### src/rtl/dmem_port_arbiter.sv
// Shares the single data-RAM port between the CPU data port and a debug access port.
// Latency: CPU access is granted combinationally in the same cycle. A debug access goes to
//   the RAM the cycle after arbitration is won, and dbg_ack pulses one cycle after that.
// Backpressure: the CPU is stalled for exactly the one cycle the debug access owns the port,
//   and whenever clk_enable is low. dbg_req is held by the requester until dbg_ack.
//
// Ports:
//   clk, reset (async, active-low), clk_enable (freezes the arbiter and blocks RAM strobes)
//   cpu_address/cpu_read/cpu_write/cpu_writedata -> CPU data-side request
//   cpu_readdata, cpu_stall                      -> CPU data-side response
//   dbg_req/dbg_write/dbg_address/dbg_writedata  -> debug request (held until dbg_ack)
//   dbg_readdata, dbg_ack                        -> debug response (registered)
//   mem_address/mem_read/mem_write/mem_writedata -> data RAM request
//   mem_readdata                                 <- data RAM combinational read data
module dmem_port_arbiter #(
  parameter int ADDR_W     = 32,
  parameter int DATA_W     = 32,
  parameter int MAX_STREAK = 4    // legal range 1..15
) (
  input  logic              clk,
  input  logic              reset,
  input  logic              clk_enable,

  input  logic [ADDR_W-1:0] cpu_address,
  input  logic              cpu_read,
  input  logic              cpu_write,
  input  logic [DATA_W-1:0] cpu_writedata,
  output logic [DATA_W-1:0] cpu_readdata,
  output logic              cpu_stall,

  input  logic              dbg_req,
  input  logic              dbg_write,
  input  logic [ADDR_W-1:0] dbg_address,
  input  logic [DATA_W-1:0] dbg_writedata,
  output logic [DATA_W-1:0] dbg_readdata,
  output logic              dbg_ack,

  output logic [ADDR_W-1:0] mem_address,
  output logic              mem_read,
  output logic              mem_write,
  output logic [DATA_W-1:0] mem_writedata,
  input  logic [DATA_W-1:0] mem_readdata
);

  typedef enum logic [1:0] {
    ST_CPU = 2'd0,  // CPU owns the port
    ST_DBG = 2'd1,  // debug access is on the port this cycle
    ST_ACK = 2'd2   // debug completion pulse, CPU owns the port again
  } state_t;

  localparam logic [3:0] STREAK_MAX = 4'(MAX_STREAK);

  state_t     state;
  state_t     state_nxt;
  logic [3:0] cnt;
  logic [3:0] cnt_nxt;
  logic       cpu_req;
  logic       streak_hit;

  assign cpu_req    = cpu_read | cpu_write;
  assign streak_hit = (cnt == STREAK_MAX);

  // The RAM read data is a plain pass-through; only the CPU samples it when it owns the port.
  assign cpu_readdata = mem_readdata;

  // ---------------------------------------------------------------------------
  // State register. clk_enable low freezes both the state and the streak count.
  // ---------------------------------------------------------------------------
  always_ff @(posedge clk or negedge reset) begin
    if (!reset) begin
      state <= ST_CPU;
      cnt   <= 4'd0;
    end else if (clk_enable) begin
      state <= state_nxt;
      cnt   <= cnt_nxt;
    end
  end

  // ---------------------------------------------------------------------------
  // Next-state logic.
  // The streak counter measures how many cycles in a row the CPU has been granted
  // while debug waited. Once it reaches MAX_STREAK the next decision goes to debug
  // even if the CPU is still requesting, so debug latency is bounded.
  // ---------------------------------------------------------------------------
  always_comb begin
    state_nxt = state;
    cnt_nxt   = cnt;
    unique case (state)
      ST_CPU: begin
        if (dbg_req && (!cpu_req || streak_hit)) begin
          state_nxt = ST_DBG;
          cnt_nxt   = 4'd0;
        end else if (!dbg_req) begin
          cnt_nxt = 4'd0;
        end else if (cpu_req && !streak_hit) begin
          cnt_nxt = cnt + 4'd1;
        end
      end
      ST_DBG: begin
        state_nxt = ST_ACK;
        cnt_nxt   = 4'd0;
      end
      ST_ACK: begin
        // No re-grant here: a dbg_req still high on return to ST_CPU is a new request
        // and has to win arbitration again.
        state_nxt = ST_CPU;
        cnt_nxt   = 4'd0;
      end
      default: begin
        state_nxt = ST_CPU;
        cnt_nxt   = 4'd0;
      end
    endcase
  end

  // ---------------------------------------------------------------------------
  // Output logic: port mux and stall, decoded from the registered state.
  // ---------------------------------------------------------------------------
  always_comb begin
    mem_address   = cpu_address;
    mem_read      = cpu_read;
    mem_write     = cpu_write;
    mem_writedata = cpu_writedata;
    cpu_stall     = 1'b0;

    if (state == ST_DBG) begin
      mem_address   = dbg_address;
      mem_read      = !dbg_write;
      mem_write     = dbg_write;
      mem_writedata = dbg_writedata;
      cpu_stall     = cpu_req;
    end

    // Frozen cycle: nothing reaches the RAM, so any CPU access must be retried.
    if (!clk_enable) begin
      mem_read  = 1'b0;
      mem_write = 1'b0;
      cpu_stall = cpu_req;
    end

    // A write presented while reset is asserted must not corrupt RAM contents.
    if (!reset) begin
      mem_write = 1'b0;
    end
  end

  // ---------------------------------------------------------------------------
  // Debug response registers. dbg_ack mirrors entry into ST_ACK, so it is a clean
  // flop output and holds its value while clk_enable is low.
  // ---------------------------------------------------------------------------
  always_ff @(posedge clk or negedge reset) begin
    if (!reset) begin
      dbg_readdata <= '0;
      dbg_ack      <= 1'b0;
    end else if (clk_enable) begin
      dbg_ack <= (state_nxt == ST_ACK);
      if ((state == ST_DBG) && !dbg_write) begin
        dbg_readdata <= mem_readdata;
      end
    end
  end

  // ---------------------------------------------------------------------------
  // Sanity properties on the handshake.
  // ---------------------------------------------------------------------------
  a_cnt_bound : assert property (@(posedge clk) disable iff (!reset)
    cnt <= STREAK_MAX);

  a_ack_follows_dbg : assert property (@(posedge clk) disable iff (!reset)
    (clk_enable && (state == ST_DBG)) |=> dbg_ack);

  a_ack_one_cycle : assert property (@(posedge clk) disable iff (!reset)
    (clk_enable && dbg_ack) |=> !dbg_ack);

endmodule

### config.mk
export PLATFORM = sky130hd
export DESIGN_NAME = dmem_port_arbiter
export DESIGN_NICKNAME = d
export VERILOG_FILES = /design/src/rtl/dmem_port_arbiter.sv
export SDC_FILE = /design/constraint.sdc
export NUM_CORES = 1
export LEC_CHECK = 0
export CAP_MARGIN = 20
export CORE_AREA = 2 2 115 117
export CTS_CLUSTER_SIZE = 16
export DETAILED_ROUTE_END_ITERATION = 12
export DIE_AREA = 0 0 117 119
export GPL_ROUTABILITY_DRIVEN = 0
export PLACE_DENSITY_LB_ADDON = 0.25
export SYNTH_ARGS = -nofsm -noshare
export SYNTH_HDL_FRONTEND = slang
export SYNTH_SLANG_ARGS = --single-unit
### constraint.sdc
create_clock -name clk -period 3.1 [get_ports clk]
set_input_delay 0.62 -clock clk [delete_from_list [all_inputs] [get_ports clk]]
set_output_delay 0.62 -clock clk [all_outputs]
set_load 0.05 [all_outputs]
======== Yosys cells after proc, flatten, opt, wreduce, memory -nomap -nowiden ========
Index checks and enable logic that the tools add are counted.
word-level totals
  bits in registers ....................... 39
  bits in latches ......................... 0
  RAM bits ................................ 0
  memory bits (read-only) ................. 0
  input bits .............................. 167
  output and inout port bits .............. 132
  memories kept ........................... 0
cells by class
  add/sub/neg operators ................... 1
  multiply operators ...................... 0
  divide/modulo/power cells ............... 0
  magnitude comparators ................... 0
  eq/ne operators ......................... 4
  shifts and indexed selects .............. 0
  multiplexer cells ....................... 15
  bitwise gates (word level) .............. 1
  reduce and logical (&&, ||, !) cells .... 10
operator list
  kind                   number
  $mux W32               2
  $mux W4                4
  $mux W1                7
  $add A4 B1 Y4 const B  1
  $eq A4 B3 Y1 const B   1
  $ne A4 B4 Y1 const B   1
  $pmux W2 S2            1
  $reduce_and A2 Y1      2
  $logic_and A1 B1 Y1    3
  $logic_not A1 Y1       3
  $eq A2 B1 Y1 const B   1
  $eq A2 B2 Y1 const B   1
  $logic_not A2 Y1       1
  $mux W2                1
  $logic_or A1 B1 Y1     1
  $or A1 B1 Y1           1

======== Longest topological paths before layout ========
  depth after elaboration ................. 7
  depth in mapped cells ................... 6
  gate-level depth less buffers ........... 5

======== Worst setup path after synthesis ========
No wires, ideal clock.
  kind .................................... register to output
  from .................................... register state[1]
  to ...................................... output port cpu_stall
  arrival time ............................ 2.097 ns
  slack ................................... 0.383 ns
  cell stages (with the launch flop) ...... 6
  path through ............................ dfrtp_1 > nand2b_1 > buf_2 > buf_2 > buf_1 > a21oi_1
on the way
  word-level cells in the longest chain between the ends .. 3
RTL lines
  what                    RTL line  RTL
  start, declared         53        state_t state;
  start signal, assigned  74        state <= state_nxt;
  $eq A2 B1 Y1            126       if (state == ST_DBG) begin
  $mux W1                 126
  $mux W1                 135       if (!clk_enable) begin
  end, declared           29        output logic cpu_stall,
Every way passes these cells.

======== Final worst setup path ========
  from .................................... register state[1]
  to ...................................... output port mem_writedata[30]
on the way
  word-level cells in the longest chain between the ends .. 2
RTL lines
  what           RTL line  RTL
  $eq A2 B1 Y1   126
  $mux W32       126
  end, declared  41        output logic [DATA_W-1:0] mem_writedata,
Every way passes these cells.

==> summary.txt <==
Run status
  • Outcome: completed

Synth
  • Post-Synth Adder-Cell Area: 0.959%
  • Post-Synth XOR/XNOR Area: 0%
  • Synthesized instance count: 349
  • Largest family of logic cells by synthesized area: simple AND/OR/NAND/NOR gates
  • Post-synthesis mux area share: 14.6%
  • Seq cells post-synth: 38
  • Register area share after synthesis: 36.4%
  • Syn nets: 518
  • Mean Syn Cell Area: 7.48 µm²
  • Mapped Area: 2610 µm²
  • Simple-gate area share of the yosys netlist: 32.2%
  • Synthesis Warnings: 0
  • Post-synth cell types: 25
  • Fraction of the mapped netlist area in compound gates: 2.25%

Detailed routing
  • Vias: 3209
  • # DRC: 0
  • Routed vias/inst: 4.07
  • Final ANT Viol Nets: 0
  • Drt pass-1 iters: 6
  • Routed length per instance: 14.9 µm
  • Routed WL: 11.7 mm
  • Initial drt markers: 99

Floorplanning
  • DIE WIDTH: 117 µm
  • I/O pins: 299
  • Core area: 12900 µm²
  • Standard-cell rows: 42
  • Chip Height: 119 µm
  • Die area: 13900 µm²
  • Initial Utilization: 20.3%

Worst setup path
  • WP data required: 2480 ps
  • CP Capture Type: output pin
  • Crit Path Max Fanout: 38
  • CP Launch Type: register
  • Worst EP arrival: 2280 ps
  • WS Path Type: register to output pin

Timing
  • Period minus WS final: 2900 ps
  • Worst clock skew: 5.53 ps
  • # setup viols final: 0
  • Slew headroom: 63.1%
  • Fin. max-slew vios: 0
  • Final WS setup: 198 ps
  • Fmax: 345 MHz
  • RSZ-0062 raised after global routing: no
  • Setup TNS: 0 ps
  • Final period utilization: 93.6%
  • Worst-margin pin slew: 552 ps
  • Final hold violation count: 0
  • Hold WS: 432 ps

Layout
  • Nets: 780
  • Layout cells sized above 1: 13.7%
  • Most frequent cells in the layout: clkdlybuf4s50_1 (268), nand2_1 (198), dfrtp_1 (38)
  • Filler cells: 1281
  • Leading cell type in the layout, fill and taps excluded: clkdlybuf4s50_1
  • Area growth from synthesis to layout: 118%

CTS
  • CTS sink cnt: 38
  • Clock tree from TritonCTS: yes
  • Skew-Pair Late Insertion Delay: 280 ps
  • CTS Buf Count: 5
  • Clock-pin slew on the worst setup and hold paths: 60 ps
  • Hold Buf Count CTS: 0
  • Root buffer cell: clkbuf_16
  • Longest Clk Path Bufs: 2
  • H-tree depth: 2

Global route
  • GRT overflow: 0
  • First-pass GRT wire length: 16.9 mm
  • Initial antenna violation count: 1
  • Largest net degree at the start of global routing: 39
  • Vias in the first global route: 3186
  • Gr usage total: 15.6%

Power and ir drop
  • Pwr Density: 643 nW/µm²
  • Lkg Pwr: 2.56 nW
  • Peak VDD IR: 0.000520 V

Place
  • Detail Placement HPWL: 9.46 mm
  • Pre-CTS setup slack: 343 ps
  • Port Buffers: 298

Hold path
  • Worst Hold Class: input port to async pin

Run
  • Max Cap Viol: 0
## where the power goes
group / internal [mW] / leakage, nW / total, mW / switching [mW]
clock: 0.323 / 0.0735 / 0.538 / 0.215
combinational: 0.868 / 2.01 / 2.33 / 1.46
sequential: 0.682 / 0.473 / 0.784 / 0.103
## cell type report
class,instances,area [µm²],share of cell area (%)
repair buffers,306,3020,53.1
clock inverters,2,16.3,0.286
inverters,4,15.0,0.264
clock buffers,6,139,2.44
multi-input cells,256,1320,23.3
flip-flops and latches,38,951,16.7
diodes,1,2.50,0.0441
well taps,176,220,3.88
## routing by layer
| metal | vias to the layer above | track usage [%] | part of all wire (%) |
|---|---|---|---|
| li1 | 1588 | - | - |
| met5 | - | 0 | 0 |
| met3 | 4 | 7.23 | 14 |
| met1 | 1445 | 17.3 | 37 |
| met4 | 0 | 2.94 | 0.81 |
| met2 | 172 | 27.2 | 48 |
## critical path, cell delays in order (launching register included)
cell and delay, ps:
dfrtp_1 450, nand2b_4 320, buf_12 230, nand2_1 100, nand2_1 80, clkdlybuf4s50_1 810
## worst paths after layout
| kind | slack [ps] | cells after the start | end | start |
|---|---|---|---|---|
| worst max-delay path | 200 | 5 | mem_writedata[30] | state[1] |
| worst min-delay path | 430 | 2 | state[0] | reset |
| worst max register to register | 1050 | 5 | dbg_readdata[11] | state[1] |
| worst min register to register | 510 | 1 | dbg_readdata[12] | dbg_readdata[12] |
| max in group asynchronous | 2310 | 2 | dbg_readdata[27] | reset |
| min in group clk | 510 | 1 | dbg_readdata[12] | dbg_readdata[12] |
## flip-flops by register name (all words and copies together) (netlist names)
register and count:
state 2, dbg_readdata 32, cnt 4
## kinds of logic after synthesis
group / count (synthesis)
AO/OA/AOI/OAI: 9
adder cells (fa/ha/maj): 2
buffers and inverters: 55
flip-flops: 38
multiplexers: 34
AND/OR/NAND/NOR: 211
## cell usage after synthesis, drive strengths merged
cell type,count,area share (%)
a31o,2,0.67
or4b,1,0.38
nand3b,2,0.58
nor3b,2,1.0
nand2b,3,0.72
dfrtp,38,36
buf,45,12
nor2b,3,0.72
clkbuf,6,0.86
inv,4,0.58
nand3,1,0.19
nor2,1,0.14
mux2i,1,0.38
o21ai,2,0.38
o221ai,1,0.34
ha,2,0.96
nand2,198,28
o22ai,2,0.48
mux2,33,14
a21oi,2,0.38
## per-stage QoR
| step | instance area, µm² | power, mW | cells | utilization (%) |
|---|---|---|---|---|
| 2_1_floorplan | 2610 | 2.21 | 349 | - |
| 3_3_place_gp | 5520 | 3.12 | 780 | 42.9 |
| 3_5_place_dp | 5520 | 3.13 | 780 | 42.9 |
| 4_1_cts | 5670 | 3.70 | 788 | 44.1 |
| 5_1_grt | 5680 | 3.81 | 788 | 44.1 |
| 6_report | 5680 | 3.65 | 789 | 44.1 |
## repair_timing
action / 4_1_cts / 5_1_grt
endpoints found under the setup margin: 0 / 19
buffers inserted: 0 / 0
resized for setup: 0 / 1
Note: power is estimated with default switching activity, not from simulation.
